[config.mk]
export PLATFORM = sky130hd
export DESIGN_NAME = instruction_cache
export DESIGN_NICKNAME = d
export VERILOG_FILES = /design/src/rtl/instruction_cache.sv
export SDC_FILE = /design/constraint.sdc
export NUM_CORES = 2
export LEC_CHECK = 0
export ABC_AREA = 1
export CAP_MARGIN = 20
export CORE_MARGIN = 2
export CORE_UTILIZATION = 38
export DETAILED_ROUTE_END_ITERATION = 6
export PLACE_DENSITY = 0.64
export SETUP_SLACK_MARGIN = 0.05
export SYNTH_ARGS = -nofsm -noshare
export SYNTH_HDL_FRONTEND = slang
export SYNTH_SLANG_ARGS = --single-unit
[constraint.sdc]
create_clock -name clk -period 8.1 [get_ports clk]
set_clock_uncertainty 0.05 [all_clocks]
set_input_delay 0.81 -clock clk [delete_from_list [all_inputs] [get_ports clk]]
set_output_delay 0.81 -clock clk [all_outputs]
set_load 0.02 [all_outputs]
[src/rtl/instruction_cache.sv]
// Direct-mapped, one-word-per-line instruction cache for the RV32I fetch port.
// Fetch hits are answered combinationally from the arrays. A miss costs one
// bus read. Bus errors come back to the core as fetch access faults.
//
// state   | meaning
// --------+-----------------------------------------------------------------
// IDLE    | serve hits combinationally, launch refill on a miss
// REFILL  | bus read outstanding, mem_enable held until ack/error
// RESPOND | present the captured bus word to the core for one cycle
// FAULT   | present an access fault (data 0) to the core for one cycle
module instruction_cache #(
  parameter int unsigned INDEX_BITS     = 6,
  parameter logic [31:0] CACHEABLE_BASE = 32'h0000_0000,
  parameter logic [31:0] CACHEABLE_MASK = 32'hF000_0000
) (
  input  logic        clk,
  input  logic        rst,
  input  logic [31:0] core_address,
  input  logic        core_enable,
  output logic [31:0] core_dataRead,
  output logic        core_busy,
  output logic        core_accessFault,
  output logic        core_addressBreakpoint,
  input  logic        cacheEnable,
  input  logic        flush,
  input  logic        breakpointEnable,
  input  logic [31:0] breakpointAddress,
  output logic [31:0] mem_address,
  output logic        mem_enable,
  input  logic [31:0] mem_dataRead,
  input  logic        mem_ack,
  input  logic        mem_error
);

  localparam int unsigned LINES = 1 << INDEX_BITS;
  localparam int unsigned TAG_W = 30 - INDEX_BITS;

  typedef enum logic [1:0] {S_IDLE, S_REFILL, S_RESPOND, S_FAULT} state_e;

  state_e                 state_q, state_d;
  logic [LINES-1:0]       valid_q, valid_d;
  logic [TAG_W-1:0]       tag_q  [LINES];
  logic [31:0]            data_q [LINES];
  logic [31:0]            resp_q, resp_d;
  logic                   flush_seen_q, flush_seen_d;

  logic [INDEX_BITS-1:0]  index;
  logic [TAG_W-1:0]       tag;
  logic                   cacheable;
  logic                   hit;
  logic                   bus_done_ok;
  logic                   fill_we;
  logic                   unused_lsbs;

  assign index       = core_address[INDEX_BITS+1:2];
  assign tag         = core_address[31:INDEX_BITS+2];
  assign cacheable   = (core_address & CACHEABLE_MASK) == (CACHEABLE_BASE & CACHEABLE_MASK);
  assign hit         = cacheEnable && cacheable && valid_q[index] && (tag_q[index] == tag);
  assign bus_done_ok = (state_q == S_REFILL) && mem_ack && !mem_error;
  // A flush anywhere in the refill window must keep the refilled line invalid.
  assign fill_we     = bus_done_ok && cacheable && cacheEnable && !flush && !flush_seen_q;
  assign mem_address = {core_address[31:2], 2'b00};
  assign core_addressBreakpoint = core_enable && breakpointEnable &&
                                  (core_address[31:2] == breakpointAddress[31:2]);
  assign unused_lsbs = ^{core_address[1:0], breakpointAddress[1:0]};

  // State, valid bits, response word and flush tracking; reset abandons any bus cycle.
  always_ff @(posedge clk or posedge rst) begin
    if (rst) begin
      state_q      <= S_IDLE;
      valid_q      <= '0;
      resp_q       <= '0;
      flush_seen_q <= 1'b0;
    end else begin
      state_q      <= state_d;
      valid_q      <= valid_d;
      resp_q       <= resp_d;
      flush_seen_q <= flush_seen_d;
    end
  end

  // Tag and data arrays need no reset; valid bits gate every read.
  always_ff @(posedge clk) begin
    if (fill_we) begin
      tag_q[index]  <= tag;
      data_q[index] <= mem_dataRead;
    end
  end

  // Datapath next-state: flush clears every valid bit and wins over a fill.
  always_comb begin
    valid_d      = valid_q;
    resp_d       = resp_q;
    flush_seen_d = (state_q == S_REFILL) && (flush || flush_seen_q);
    if (fill_we) valid_d[index] = 1'b1;
    if (flush)   valid_d = '0;
    if (bus_done_ok) resp_d = mem_dataRead;
  end

  // FSM next-state; a fetch abandoned by the core still completes its bus cycle.
  always_comb begin
    state_d = state_q;
    case (state_q)
      S_IDLE:    if (core_enable && !hit) state_d = S_REFILL;
      S_REFILL: begin
        if (mem_error)    state_d = core_enable ? S_FAULT   : S_IDLE;
        else if (mem_ack) state_d = core_enable ? S_RESPOND : S_IDLE;
      end
      S_RESPOND: state_d = S_IDLE;
      S_FAULT:   state_d = S_IDLE;
      default:   state_d = S_IDLE;
    endcase
  end

  // FSM outputs; everything toward the core is quiet while core_enable is low.
  always_comb begin
    core_dataRead    = '0;
    core_busy        = 1'b0;
    core_accessFault = 1'b0;
    mem_enable       = 1'b0;
    case (state_q)
      S_IDLE: begin
        if (core_enable) begin
          if (hit) core_dataRead = data_q[index];
          else     core_busy     = 1'b1;
        end
      end
      S_REFILL: begin
        mem_enable = 1'b1;
        core_busy  = core_enable;
      end
      S_RESPOND: if (core_enable) core_dataRead = resp_q;
      S_FAULT:   if (core_enable) core_accessFault = 1'b1;
      default: ;
    endcase
  end

endmodule
# --- Word-level counts from Yosys, hierarchy flattened ---
# Memory sizes are Yosys's and may differ from the RTL's.
# Cells that the tools add are included.
word_totals:
  ff_bits: 99
  latchBits: 0
  ram_bits: 3584
  mem_bits_ro: 0
  input_bits: 104
  output_inout_bits: 68
  word_cells: 64
  n_memories: 2
mem_list:
  columns: ["name", "depth", "width", "rd", "rd_ports_with_merged_regs", "write_ports", "line", "source"]
  rows:
  - ["data_q", 64, 32, 1, 0, 1, "43", "logic [31:0] data_q [LINES];"]
  - ["tag_q", 64, 24, 1, 0, 1, "42", "logic [TAG_W-1:0] tag_q [LINES];"]
op_classes:
  n_addsub: 0
  multipliers: 0
  n_div: 0
  order_cmp: 2
  n_eq_ne: 7
  shift: 0
  n_mux: 24
  n_bitwise: 1
  n_reduce_logical: 24
ops:
  columns: ["op", "count"]
  rows:
  - ["64-bit two-way mux", 2]
  - ["32-bit two-way mux", 3]
  - ["64-bit bitwise OR", 1]
  - ["32-bit case mux with 2 select lines", 1]
  - ["32-bit zero test", 1]
  - ["30-bit equality test", 1]
  - ["24-bit equality test", 1]
  - ["1-bit logical AND", 14]
  - ["2-bit two-way mux", 5]
  - ["1-bit two-way mux", 9]
  - ["6-bit by 7-bit less-than comparator with 1-bit output (second input constant)", 1]
  - ["1-bit binary-select mux with 6-bit select", 1]
  - ["1-bit demux with 6-bit select", 1]
  - ["6-bit by 1-bit greater-or-equal comparator with 1-bit output (second input constant)", 1]
  - ["2-bit case mux with 3 select lines", 1]
  - ["2-bit equality test (second input constant)", 2]
  - ["1-bit zero test", 4]
  - ["3-bit inequality test (second input constant)", 1]
  - ["2-bit by 1-bit equality test with 1-bit output (second input constant)", 1]
  - ["2-bit zero test", 1]
  - ["2-bit inequality test (second input constant)", 1]
  - ["1-bit case mux with 2 select lines", 1]
  - ["2-bit AND reduction", 1]
  - ["2-bit nonzero test", 1]
  - ["2 further kinds", 2]

# --- Depth between registers and ports, before layout ---
logic_depth:
  word_depth: 9
  mapped_depth: 22
  ltp_nobuf: 19

# --- Worst setup path before layout ---
# Ideal clock, no wire load.
synth_path:
  kind: "in2reg"
  start: "input port core_address[3]"
  end: "memory data_q[11][0] (enable)"
  setup_time_ps: 472
  t_arrival_ps: 4603
  required_time_ps: 7578
  slack_ps: 2976
  stages: 10
  path_buffers: 6
  cell_sequence: "buf_4 -> inv_2 -> nor2_2 -> buf_2 -> nand2_2 -> buf_4 -> buf_4 -> buf_2 -> buf_1 -> nor2_1"
synth_rtl:
  columns: ["element", "line", "source"]
  rows:
  - ["start, declared", "18", "input logic [31:0] core_address,"]
  - ["end, declared", "43", null]
# Straight into the memory's write port.

# --- Worst setup path in the final report ---
layout_path:
  start: "input port core_address[5]"
  end: "output port core_dataRead[3]"
layout_between:
  elab_chain_len: 7
  elab_cells_between_ends: 10
  cone_classes: "1 x eq/ne; 5 x mux; 2 x reduce/logical; 2 x memory"
layout_rtl:
  columns: ["element", "line", "source"]
  rows:
  - ["branches (longest 4 deep; another with memory 64 x 24 bit)", null, null]
  - ["32-bit two-way mux *", "124", "if (hit) core_dataRead = data_q[index];"]
  - ["32-bit two-way mux *", "123", "if (core_enable) begin"]
  - ["32-bit case mux with 2 select lines *", "121", "case (state_q)"]
  - ["end, declared", "20", "output logic [31:0] core_dataRead,"]
# Every way passes the cells marked *. The select of a mux whose other input is x is not followed.

==> results.sh <==
export IMPL_outcome="finished, final reports clean"
export IMPL_cp_required_ps=7240
export IMPL_critPathMaxStageDelay_ps=930
export IMPL_min_delay_start="mem_dataRead[24]"
export IMPL_cts_tree="yes"
export IMPL_nets=10798
export IMPL_post_dp_cell_area_sq_mm=0.151
export IMPL_grt_antenna_before_repair=28
export IMPL_hold_viol=0
export IMPL_die_h_um=617
export IMPL_worstSetupEndpointType="primary output"
export IMPL_async_reset_ff_share_pct=2.69
export IMPL_grt_start_max_net_pins=185
export IMPL_design_area_sq_mm=0.163
export IMPL_synth_seq_area_share_pct=77.1
export IMPL_post_cts_resized=0
export IMPL_drive_gt1_share_pct=11.2
export IMPL_synth_ff_type="edfxtp_1"
export IMPL_r2r_setup_slack_ps=3430
export IMPL_start_util_pct=38.1
export IMPL_fp_row_count=225
export IMPL_whs_endpoint="resp_q[24]$_DFFE_PP0P_"
export IMPL_cts_hold_buf=0
export IMPL_rr_worst_depth=9
export IMPL_clkLatencyLatePin_ps=920
export IMPL_route_detailed_drc=0
export IMPL_globalplace_congestion=0.824
export IMPL_die_x_um=617
export IMPL_arrival_ps=5920
export IMPL_start_kind="input port"
export IMPL_drv_cap=0
export IMPL_syn_cell_area_sq_mm=0.143
export IMPL_io_buffers=165
export IMPL_via_per_inst=5.64
export IMPL_leakage_nw=57.0
export IMPL_first_iter_violations=12358
export IMPL_worst_r2r_endpoint="tag_q[44][22]$_DFFE_PP_"
export IMPL_grt_usage_pct=22.6
export IMPL_grt_pass1_wl_um=620000
export IMPL_finalCritPeriodShare_pct=83.7
export IMPL_rsz0062_at_grt="false"
export IMPL_cts_buffers=361
export IMPL_r2r_start="state_q[0]$_DFFE_PP0P_"
export IMPL_holdPathStages=2
export IMPL_hpwl_um=244000
export IMPL_ys_warn_count=0
export IMPL_io_pins=172
export IMPL_synthCells=10398
export IMPL_tightestPinTransition_ps=1170
export IMPL_postCtsSetupRepairBufs=0
export IMPL_synth_area_leader_cell="edfxtp_1"
export IMPL_peakVddDrop_mv=0.177
export IMPL_grt_pass1_vias=83603
export IMPL_dr_total_vias=90175
export IMPL_ant_nets=0
export IMPL_drv_slew=0
export IMPL_cts_root_buf="clkbuf_16"
export IMPL_path_class="input port to primary output"
export IMPL_setup_viol=0
export IMPL_synth_edff_count=3584
export IMPL_fmax_mhz=147
export IMPL_slew_headroom_pct=21.9
export IMPL_worst_path_max_delay_cell="clkdlybuf4s50_1"
export IMPL_first_pass_iters=6
export IMPL_ys_ff_latch=3683
export IMPL_synth_area_per_cell_sq_um=13.7
export IMPL_hold_path_class="input port to register"
export IMPL_ys_types=49
export IMPL_avgRoutedWirePerCell_um=27.7
export IMPL_path_buf_inv=6
export IMPL_min_period_ps=6780
export IMPL_cp_top_family="buffers and inverters"
export IMPL_synth_top_area_share_pct=75.4
export IMPL_synth_area_leaders="edfxtp_1 75%, nand2_1 5.0%, o22ai_1 3.5%, nor2_1 2.1%, inv_1 1.9%"
export IMPL_cts_sinks=3683
export IMPL_coreArea_sq_mm=0.375
export IMPL_wl_um=443000
export IMPL_clkTransAtPathRegs_ps=60
export IMPL_fp_dieArea_sq_mm=0.381
export IMPL_gr_total_overflow=0
export IMPL_path_cells="clkdlybuf4s50_1 -> inv_2 -> nor3_2 -> buf_4 -> buf_4 -> o21ai_0 -> nand2_1 -> nor2_1 -> nand2_1 -> nand2_1 -> nand2_1 -> nand2_1 -> nor2_1 -> nand2_1 -> nor2_4 -> nand2_2 -> o21ai_1 -> buf_4 -> clkdlybuf4s50_1"
export IMPL_cts_max_path_buffers=4
export IMPL_crit_fanout=23
export IMPL_p_per_area_mw_per_mm2=241
export IMPL_h_tree_depth=5
export IMPL_finalSetupTns_ps=0
export IMPL_path_common_cell="nand2_1"
export IMPL_area_growth_pct=14.2
final cells by class:
| type | instances | area, sq um |
|---|---|---|
| Antenna cell | 15 | 37.5 |
| Clock buffer | 463 | 9710 |
| Clock inverter | 183 | 1500 |
| Fill cell | 32982 | 212000 |
| Inverter | 718 | 2720 |
| Multi-Input combinational cell | 5395 | 27500 |
| Sequential cell | 3683 | 110000 |
| Tap cell | 4994 | 6250 |
| Timing Repair Buffer | 535 | 5250 |
how the worst max path moves through the flow:
stage                                from                       to  slack, ps  cells after the start
after floorplan           core_address[3]  data_q[11][0]$_DFFE_PP_       2980                     10
after global placement    core_address[3]         core_dataRead[3]       1340                     18
after detailed placement  core_address[5]         core_dataRead[3]       1450                     19
after CTS                 core_address[5]         core_dataRead[3]       1440                     19
after global routing      core_address[2]        core_dataRead[29]       1200                     22
final                     core_address[5]         core_dataRead[3]       1320                     19
logic make-up (layout without fill, tap and decap cells):
family | Yosys count | in the layout | synth area share (%)
AOI/OAI and AO/OA | 1892 | 1892 | 8.42
muxes | 32 | 32 | 0.252
and+or+nand+nor | 3460 | 3460 | 10.1
buffers and inverters | 1321 | 1899 | 4.09
DFF | 3683 | 3683 | 77.1
xor gates and xnor gates | 9 | 9 | 0.0552
other | 1 | 17 | 0.00263
power by group:
group / internal [mW] / switching (mW)
Combinational: 0.558 / 1.46
Clock: 9.16 / 7.08
Sequential: 21.0 / 0.0458
state kept, by name (all words and copies together) (netlist names):
| name | count |
|---|---|
| tag_q | 1536 |
| valid_q | 64 |
| state_q | 2 |
| data_q | 2048 |
| flush_seen_q | 1 |
| resp_q | 32 |
per-layer routing:
layer	share of wire (%)	vias to the layer above	wire (um)	global-route usage (%)
met5	0.0036	-	16	0
met4	4.0	2	17500	8.32
met3	11	924	47100	3.64
met2	46	5307	206000	36.3
met1	39	45366	173000	31.1
li1	-	38576	-	-
synthesized netlist by cell type (all sizes together), types with 3 or more instances:
library cell  count
a211oi            4
a21oi            75
a221oi            4
a22o              3
buf             468
clkbuf          135
dfrtp            99
edfxtp         3584
inv             718
mux2             32
nand2          1897
nand3           401
nand3b            5
nand4            30
nor2            812
nor3             62
nor4             26
o2111ai          10
o211ai          150
o21ai           551
o21ba            24
o21bai           10
o221ai           66
o22a             56
o22ai           790
o31ai            35
o41ai           111
or2             224
xnor2             5
xor2              4
through the flow:
stage               hold WS (ps)  power, mW  setup slack [ps]  util, %  std cells
global route                 112       40.2              1200     43.5      15976
floorplan                    423       22.4              2980        -      10399
detailed placement           437       23.4              1450     40.4      15309
finish                       133       39.3              1320     43.5      15986
global placement             432       23.4              1340     40.4      15307
CTS                          187       39.4              1440     43.4      15955
placed cells by master (no fill, tap or decap), types with 168 or more instances in the layout:
| master | n |
|---|---|
| o21ai_0 | 396 |
| or2_2 | 168 |
| buf_4 | 295 |
| nand3_1 | 401 |
| edfxtp_1 | 3584 |
| clkbuf_16 | 372 |
| nor2_1 | 740 |
| inv_1 | 712 |
| o22ai_1 | 790 |
| nand2_1 | 1885 |
worst reg2reg max path: cells and delay by family (launching register included):
kind / cells / cell delay (ps)
DFF: 1 / 510
buffers and inverters: 3 / 840
and+or+nand+nor: 6 / 2730
Power figures use the tool's default switching activity.
